### src/rtl/surf6_fwu_packer.sv
// Packs the firmware byte stream into 32-bit words for the A/B URAM half-buffers and marks each closed half.
// Optional SURF6_FWU_PACKER_CHECKSUM_EN adds checksum_o, a running sum of every word written.
module surf6_fwu_packer #(
    parameter int unsigned HALF_ADDR_BITS = 10
) (
    input  logic                      sysclk_i,
    input  logic                      rst_i,
    input  logic [7:0]                fw_dat_i,
    input  logic                      fw_valid_i,
    output logic                      fw_ready_o,
    input  logic                      fw_flush_i,
    input  logic [1:0]                bank_ready_i,
    output logic                      buf_we_o,
    output logic [HALF_ADDR_BITS:0]   buf_addr_o,
    output logic [31:0]               buf_dat_o,
    output logic [1:0]                fw_mark_o,
    output logic                      overrun_o
`ifdef SURF6_FWU_PACKER_CHECKSUM_EN
    ,
    output logic [31:0]               checksum_o
`endif
);

    localparam int unsigned AW  = HALF_ADDR_BITS;
    localparam int unsigned BAW = HALF_ADDR_BITS + 1;

    localparam logic [1:0] ST_WAIT_BANK = 2'd0;
    localparam logic [1:0] ST_FILL      = 2'd1;
    localparam logic [1:0] ST_MARK      = 2'd2;

    logic [1:0]     state;
    logic [1:0]     state_nxt;
    logic           cur_half;
    logic           cur_half_nxt;
    logic [AW-1:0]  waddr;
    logic [AW-1:0]  waddr_nxt;
    logic [1:0]     byte_cnt;
    logic [1:0]     byte_cnt_nxt;
    logic [31:0]    pack;
    logic [31:0]    pack_nxt;

    logic           ready_nxt;
    logic           we_nxt;
    logic [BAW-1:0] addr_nxt;
    logic [31:0]    dat_nxt;
    logic [1:0]     mark_nxt;
    logic           overrun_nxt;

    logic           accept;
    logic           word_done;
    logic           last_word;
    logic           flush_go;
    logic           partial_wr;
    logic [31:0]    pack_merged;
    logic [1:0]     cnt_merged;

    // Byte merge and close conditions; a byte arriving with flush is packed first.
    always_comb begin
        accept      = fw_valid_i & fw_ready_o;
        pack_merged = pack;
        cnt_merged  = byte_cnt;
        if (accept) begin
            pack_merged[{byte_cnt, 3'b000} +: 8] = fw_dat_i;
            cnt_merged                           = byte_cnt + 2'd1;
        end
        word_done  = accept && (byte_cnt == 2'd3);
        last_word  = word_done && (&waddr);
        flush_go   = (state == ST_FILL) && fw_flush_i
                     && (word_done || (cnt_merged != 2'd0) || (waddr != '0));
        partial_wr = flush_go && (cnt_merged != 2'd0);
    end

    always_comb begin
        state_nxt    = state;
        cur_half_nxt = cur_half;
        waddr_nxt    = waddr;
        byte_cnt_nxt = byte_cnt;
        pack_nxt     = pack;
        we_nxt       = 1'b0;
        addr_nxt     = buf_addr_o;
        dat_nxt      = buf_dat_o;
        mark_nxt     = 2'b00;
        overrun_nxt  = overrun_o | (fw_valid_i & ~fw_ready_o);

        case (state)
            ST_WAIT_BANK: begin
                if (bank_ready_i[cur_half]) begin
                    state_nxt = ST_FILL;
                end
            end
            ST_FILL: begin
                if (accept) begin
                    byte_cnt_nxt = cnt_merged;
                    pack_nxt     = pack_merged;
                end
                if (word_done || partial_wr) begin
                    we_nxt       = 1'b1;
                    addr_nxt     = {cur_half, waddr};
                    dat_nxt      = pack_merged;
                    waddr_nxt    = waddr + AW'(1);
                    pack_nxt     = 32'd0;
                    byte_cnt_nxt = 2'd0;
                end
                if (last_word || flush_go) begin
                    state_nxt = ST_MARK;
                end
            end
            ST_MARK: begin
                // Final write of the half is on the bus now; close it and move on.
                mark_nxt     = cur_half ? 2'b10 : 2'b01;
                cur_half_nxt = ~cur_half;
                waddr_nxt    = '0;
                state_nxt    = ST_WAIT_BANK;
            end
            default: begin
                state_nxt = ST_WAIT_BANK;
            end
        endcase

        ready_nxt = (state_nxt == ST_FILL);
    end

    always_ff @(posedge sysclk_i) begin
        if (rst_i) begin
            state      <= ST_WAIT_BANK;
            cur_half   <= 1'b0;
            waddr      <= '0;
            byte_cnt   <= 2'd0;
            pack       <= 32'd0;
            fw_ready_o <= 1'b0;
            buf_we_o   <= 1'b0;
            buf_addr_o <= '0;
            buf_dat_o  <= 32'd0;
            fw_mark_o  <= 2'b00;
            overrun_o  <= 1'b0;
        end else begin
            state      <= state_nxt;
            cur_half   <= cur_half_nxt;
            waddr      <= waddr_nxt;
            byte_cnt   <= byte_cnt_nxt;
            pack       <= pack_nxt;
            fw_ready_o <= ready_nxt;
            buf_we_o   <= we_nxt;
            buf_addr_o <= addr_nxt;
            buf_dat_o  <= dat_nxt;
            fw_mark_o  <= mark_nxt;
            overrun_o  <= overrun_nxt;
        end
    end

`ifdef SURF6_FWU_PACKER_CHECKSUM_EN
    logic [31:0] checksum_nxt;

    // Accumulates each word the cycle after it is presented to the buffer.
    always_comb begin
        checksum_nxt = checksum_o;
        if (buf_we_o) begin
            checksum_nxt = checksum_o + buf_dat_o;
        end
    end

    always_ff @(posedge sysclk_i) begin
        if (rst_i) begin
            checksum_o <= 32'd0;
        end else begin
            checksum_o <= checksum_nxt;
        end
    end
`endif

endmodule
### config.mk
export PLATFORM = sky130hd
export DESIGN_NAME = surf6_fwu_packer
export DESIGN_NICKNAME = d
export VERILOG_FILES = /design/src/rtl/surf6_fwu_packer.sv
export SDC_FILE = /design/constraint.sdc
export NUM_CORES = 1
export LEC_CHECK = 0
export BUFFER_PORTS_ARGS = -buffer_cell sky130_fd_sc_hd__buf_2
export CAP_MARGIN = 30
export CORE_ASPECT_RATIO = 1.25
export CORE_MARGIN = 8
export CORE_UTILIZATION = 25
export CTS_CLUSTER_DIAMETER = 150
export DETAILED_ROUTE_END_ITERATION = 6
export PLACE_DENSITY = 0.51
export SLEW_MARGIN = 25
export SYNTH_ARGS = -nofsm -noshare
export SYNTH_HDL_FRONTEND = slang
export SYNTH_SLANG_ARGS = --single-unit
### constraint.sdc
create_clock -name sysclk_i -period 3.75 [get_ports sysclk_i]
set_clock_uncertainty 0.15 [all_clocks]
set_input_delay 0.1875 -clock sysclk_i [delete_from_list [all_inputs] [get_ports sysclk_i]]
set_output_delay 0.1875 -clock sysclk_i [all_outputs]
set_load 0.01 [all_outputs]
Yosys cells after proc, flatten, opt, wreduce, memory -nomap -nowiden. Index checks and enable logic that the tools add are counted. W data, S select, Z words.

Register bits: 95. Output and inout bits: 48. Logic and storage cells: 65.

Add/sub/neg operators: 3. Order comparisons: 1. Equality and inequality tests: 5. Shift operators: 2. Mux-type cells: 16. Bitwise operators: 7. Reductions and logical operators: 20.

Operator list (number): $mux W32 (3); $bwmux W32 (1); $shift A8 B7 Y32 const A (1); $shiftx A8 B7 Y32 (1); $pmux W10 S2 (1); $mux W2 (6); $add A10 B1 Y10 const B (1); $mux W10 (1); $reduce_and A10 Y1 (1); $reduce_bool A10 Y1 (1); $neg A5 Y7 (1); $reduce_and A2 Y1 (3); $reduce_bool A2 Y1 (3); $logic_and A1 B1 Y1 (5); $eq A2 B1 Y1 const B (2); $eq A2 B2 Y1 const B (2); $logic_or A1 B1 Y1 (4); $not A1 Y1 (4); $pmux W2 S2 (1); $reduce_or A2 Y1 (2); $mux W1 (3); $add A2 B1 Y2 const B (1); $and A1 B1 Y1 (2); $logic_not A2 Y1 (1); 3 further kinds (3).

Depth between registers and ports, before layout.
Word-level depth: 10. Depth in mapped cells: 8.

Least setup slack after synthesis. Ideal clock, no wire load.

Path kind: register -> register. From: reg byte_cnt[0]. To: reg waddr[7]. Data arrival time: 2.176 ns. Required time: 3.479 ns. Setup slack: 1.303 ns. Stages on the path, launching flop included: 8. Path buffers: 1. Clock period less this slack: 2.447 ns. Path through: dfxtp_1 -> inv_1 -> ha_1 -> and4b_1 -> o31a_1 -> buf_2 -> nor4b_1 -> mux2_2.

Word-level cells in the longest chain between the ends: 10. Elaborated cells between the ends (all ways): 12. Classes of those cells: add/sub (1); eq/ne (2); mux (1); reduce/logical (8).

RTL lines: start: declaration (RTL line 37) `logic [1:0] byte_cnt;`; start signal: assignment (RTL line 140) `byte_cnt <= byte_cnt_nxt;`; $add A2 B1 Y2 (RTL line 64) `cnt_merged = byte_cnt + 2'd1;`; $mux W2 (RTL line 62) `if (accept) begin`; $reduce_bool A2 Y1 (RTL line 69, 70); $logic_or A1 B1 Y1 (2 in a row) (RTL line 69) `&& (word_done || (cnt_merged != 2'd0) || (waddr != '0));`; $logic_and A1 B1 Y1 (RTL line 69); $logic_and A1 B1 Y1 (RTL line 70) `partial_wr = flush_go && (cnt_merged != 2'd0);`; $logic_or A1 B1 Y1 (*) (RTL line 96) `if (word_done || partial_wr) begin`; $ne A2 B1 Y1 (no source line) (*); $reduce_and A2 Y1 (no source line) (*); end signal: assignment (RTL line 139) `waddr <= waddr_nxt;`; end: declaration (RTL line 35) `logic [AW-1:0] waddr;`.

Mark *: on every way between the ends. The rest lies on a longest branch, timed or not. A chain may end at the register's enable or synchronous reset.

Worst setup path in the final report.
From: reg byte_cnt[0]. To: reg pack[13].

Word-level cells in the longest chain between the ends: 10. Elaborated cells between the ends (all ways): 19. Classes of those cells: add/sub (2); eq/ne (1); shift (2); mux (5); reduce/logical (9).

RTL lines: branches (longest 10 deep; another with $neg A5 Y7); end signal: assignment (RTL line 141) `pack <= pack_nxt;`; end: declaration (RTL line 39) `logic [31:0] pack;`.

Several ways; the timed one is not identified. The select of a mux whose other input is x is not followed.

==> reports/summary.json <==
{
  "drt": {
    "vias": 3441,
    "finalWirelength_mm": 11.46,
    "avgRoutedWirePerCell_um": 17.08,
    "drcViolationCount": 0,
    "drt_iter0_drc": 224,
    "antenna_violating_nets_post_route": 0,
    "drtPass1Iterations": 5,
    "post_drt_via_cell_ratio": 5.128
  },
  "sta": {
    "setup_tns_ps": 0,
    "final-setup-viol-count": 0,
    "finalHoldViolations": 0,
    "period_needed_ps": 2858,
    "layout_worst_path_cycle_share": 0.7621,
    "fmaxAchievable_ghz": 0.3499,
    "final_max_slew_viol_count": 0,
    "maxSlewHeadroom": 0.3976,
    "tightest_slew_ps": 903.6,
    "rsz0062_at_grt": "no"
  },
  "clocking": {
    "cts_max_path_buffers": 2,
    "ctsHtreeMaxLevel": 3,
    "postCtsSetupBuffers": 0,
    "cts_buffers": 9,
    "cts_tree": "built",
    "clock_transition_at_path_regs_ps": 60,
    "post_cts_hold_buffer_count": 0,
    "clock_tree.root_cell": "sky130_fd_sc_hd__clkbuf_16",
    "number_of_sinks_handled_by_clock_tree_synthesis": 95,
    "gates_resized_cts_repair": 0,
    "clk_latency_ps": 340
  },
  "critical_path": {
    "critical_path.startpoint_type": "register",
    "cp_data_arrival_time_ps": 2970,
    "crit_required_ps": 3860,
    "ff2ff_setup_slack_ps": 890,
    "crit_type": "register to register",
    "regToRegStartpoint": "byte_cnt[0]$_SDFFE_PP0P_",
    "timing.critical_path.to_type": "register",
    "worstReg2RegEnd": "pack[13]$_SDFFE_PP0P_",
    "worstRegToRegCells": 6,
    "worstPathMaxFanout": 24
  },
  "grt": {
    "grt_antenna_before_repair": 0,
    "first_global_vias": 3318,
    "first_pass_grt_wire_length_mm": 18.11,
    "grt.total_usage": 0.1146,
    "grt-ovfl-total": 0,
    "largest_net_degree_at_the_start_of_global_routing": 71
  },
  "placed_design": {
    "detailedPlacementHpwl_mm": 7.568,
    "detailed_place.area_sq_um": 4400,
    "gp_routability_congestion": 0.7699,
    "numPortBuffers": 61,
    "number_of_cells_after_detailed_placement": 656
  },
  "logic_synthesis": {
    "synth_enable_flop_cells": 0,
    "synth_flop_cell": "sky130_fd_sc_hd__dfxtp_1",
    "syn_nets": 438,
    "post_synth_instance_area_sq_um": 3926,
    "mapped_cells": 417,
    "post_synth.cell_area_avg_sq_um": 9.416,
    "synth.ff_latch_count": 95,
    "asyncSetResetFlopFracSynth": 0,
    "synth.yosys.warnings": 0,
    "netlist-cell-type-count": 44,
    "ys_seq_area_frac": 0.4844
  },
  "power": {
    "power.density_nw_per_um2": 458.8,
    "vdd.ir_drop.worst_mv": 0.2395,
    "power_leakage_uw": 0.001600
  },
  "cells_and_area": {
    "multi_input_comb_area_sq_um": 1874,
    "stdcell_area_sq_um": 4716,
    "insertedDiodeCount": 0,
    "area_growth_syn_to_layout_pct": 20.11,
    "num-fill-cells": 1660,
    "final_layout_size_suffix_gt1_frac": 0.2026,
    "fin_util": 0.3041,
    "final_standard_cell_count_with_taps_included_and_fillers_excluded": 671,
    "fin_nets": 476,
    "layout.area.seq_sq_um": 1902
  },
  "outcome": {
    "outcome": "finished clean"
  },
  "floorplanning": {
    "die_outline_height_um": 156.1,
    "initial_utilization": 0.2532,
    "core_area_sq_um": 15510,
    "die_width_um": 128.1,
    "row_count": 51,
    "ioPinCount": 62,
    "die-area_sq_um": 20000
  },
  "job": {
    "cap_viol_max_count": 0
  },
  "worst_hold_path": {
    "holdPathEnd": "pack[23]$_SDFFE_PP0P_",
    "min_from": "fw_dat_i[7]",
    "worst_hold_path.num_cells": 3,
    "worst_hold_path_class": "input pin to register"
  }
}
-- area by class of cell --
cell class | count | share of cell area
Clock inverter | 2 | 0.008225
Multi-Input combinational cell | 277 | 0.3975
Clock buffer | 13 | 0.05731
Tap cell | 212 | 0.05625
Sequential cell | 95 | 0.4033
Inverter | 6 | 0.004776
Timing Repair Buffer | 66 | 0.07270
-- placed cells by master (no fill, tap or decap), types with 2 or more instances in the layout --
cell,n
sky130_fd_sc_hd__dfxtp_1,95
sky130_fd_sc_hd__buf_2,61
sky130_fd_sc_hd__nand4_1,5
sky130_fd_sc_hd__o21ai_0,14
sky130_fd_sc_hd__clkbuf_16,9
sky130_fd_sc_hd__nand3_1,21
sky130_fd_sc_hd__nor3b_1,5
sky130_fd_sc_hd__and2_1,9
sky130_fd_sc_hd__nand2b_1,3
sky130_fd_sc_hd__a211oi_1,33
sky130_fd_sc_hd__nor2_1,9
sky130_fd_sc_hd__nand2_1,10
sky130_fd_sc_hd__a31oi_1,5
sky130_fd_sc_hd__a22oi_1,33
sky130_fd_sc_hd__o41ai_1,2
sky130_fd_sc_hd__nor4_1,3
sky130_fd_sc_hd__buf_4,5
sky130_fd_sc_hd__o2bb2ai_1,24
sky130_fd_sc_hd__inv_1,6
sky130_fd_sc_hd__o211ai_1,6
sky130_fd_sc_hd__mux2_2,2
sky130_fd_sc_hd__a21oi_1,49
sky130_fd_sc_hd__or4_1,7
sky130_fd_sc_hd__nor3_1,5
sky130_fd_sc_hd__clkbuf_8,3
sky130_fd_sc_hd__and3_1,3
sky130_fd_sc_hd__ha_1,7
-- metal layers --
layer	vias up	track usage	wire, um
li1	1679	-	-
met2	88	0.1878	5553
met3	12	0.03454	584
met1	1662	0.1405	5206
met5	-	0	0
met4	0	0.03519	119
-- flip-flops by register name, summed over array words and instances, names as in the netlist, 2 cells and up --
name	flops
buf_dat_o	32
buf_addr_o	11
waddr	10
state	2
byte_cnt	2
fw_mark_o	2
pack	32
-- stage by stage --
step                hold WS [ps]  worst slack, ps  total power (uW)
floorplan                  178.1             1303              1175
finish                     55.40            892.0              2164
global route               70.74            688.9              2252
CTS                        54.36            685.4              2192
detailed placement         296.5            709.4              1245
global placement           293.0            854.0              1241
-- how the worst max path moves through the flow --
stage / from / end / slack (ps) / cells after the start
final: byte_cnt[0]$_SDFFE_PP0P_ / pack[13]$_SDFFE_PP0P_ / 890 / 6
after global routing: byte_cnt[0]$_SDFFE_PP0P_ / pack[13]$_SDFFE_PP0P_ / 690 / 6
after CTS: byte_cnt[0]$_SDFFE_PP0P_ / buf_dat_o[14]$_SDFFE_PP0P_ / 690 / 7
after detailed placement: byte_cnt[0]$_SDFFE_PP0P_ / buf_dat_o[11]$_SDFFE_PP0P_ / 710 / 7
after global placement: byte_cnt[0]$_SDFFE_PP0P_ / buf_dat_o[11]$_SDFFE_PP0P_ / 850 / 7
after floorplan: byte_cnt[0]$_SDFFE_PP0P_ / waddr[7]$_SDFFE_PP0P_ / 1300 / 7
-- cell families (layout without fill, tap and decap cells) --
kind of cell | count (synthesis) | in the layout | synth area share
buf+inv | 45 | 87 | 0.04461
mux | 3 | 3 | 0.008285
xor+xnor | 1 | 1 | 0.002231
fa+ha+maj | 7 | 7 | 0.02231
compound gates | 174 | 174 | 0.3024
flops | 95 | 95 | 0.4844
simple gates | 92 | 92 | 0.1358
-- synth_stat cells (2+ instances only) --
library cell	n	area share
sky130_fd_sc_hd__clkbuf_1	33	0.032
sky130_fd_sc_hd__buf_2	5	0.0064
sky130_fd_sc_hd__or4_1	7	0.013
sky130_fd_sc_hd__mux2_2	2	0.0057
sky130_fd_sc_hd__nor3_1	6	0.0076
sky130_fd_sc_hd__and2_1	9	0.014
sky130_fd_sc_hd__a22oi_1	33	0.063
sky130_fd_sc_hd__nor3b_1	5	0.0096
sky130_fd_sc_hd__inv_1	6	0.0057
sky130_fd_sc_hd__nand2_1	10	0.0096
sky130_fd_sc_hd__nand3_1	21	0.027
sky130_fd_sc_hd__nor4_1	3	0.0048
sky130_fd_sc_hd__o41ai_1	2	0.0045
sky130_fd_sc_hd__a21oi_1	49	0.062
sky130_fd_sc_hd__ha_1	7	0.022
sky130_fd_sc_hd__nand2b_1	3	0.0048
sky130_fd_sc_hd__nor2_1	10	0.0096
sky130_fd_sc_hd__nor2b_1	2	0.0032
sky130_fd_sc_hd__o31a_1	2	0.0045
sky130_fd_sc_hd__o2bb2ai_1	24	0.054
sky130_fd_sc_hd__nand4_1	5	0.0080
sky130_fd_sc_hd__o211ai_1	6	0.011
sky130_fd_sc_hd__dfxtp_1	95	0.48
sky130_fd_sc_hd__a31oi_1	5	0.0080
sky130_fd_sc_hd__and3_1	3	0.0048
sky130_fd_sc_hd__a211oi_1	33	0.063
sky130_fd_sc_hd__o21ai_0	14	0.018
-- worst max-delay path, cell delays in order (launching register included) --
cell                        delay (ps)
sky130_fd_sc_hd__dfxtp_1           460
sky130_fd_sc_hd__inv_1             170
sky130_fd_sc_hd__ha_1              400
sky130_fd_sc_hd__and4b_1           360
sky130_fd_sc_hd__o31ai_4            70
sky130_fd_sc_hd__or4_1             850
sky130_fd_sc_hd__o2bb2ai_1         300
-- report_power, final --
part	internal, uW	total (uW)	switching (uW)
Combinational	49.6	181	132
Clock	569	942	373
Sequential	1030	1040	14.5
Power figures use the tool's default switching activity.
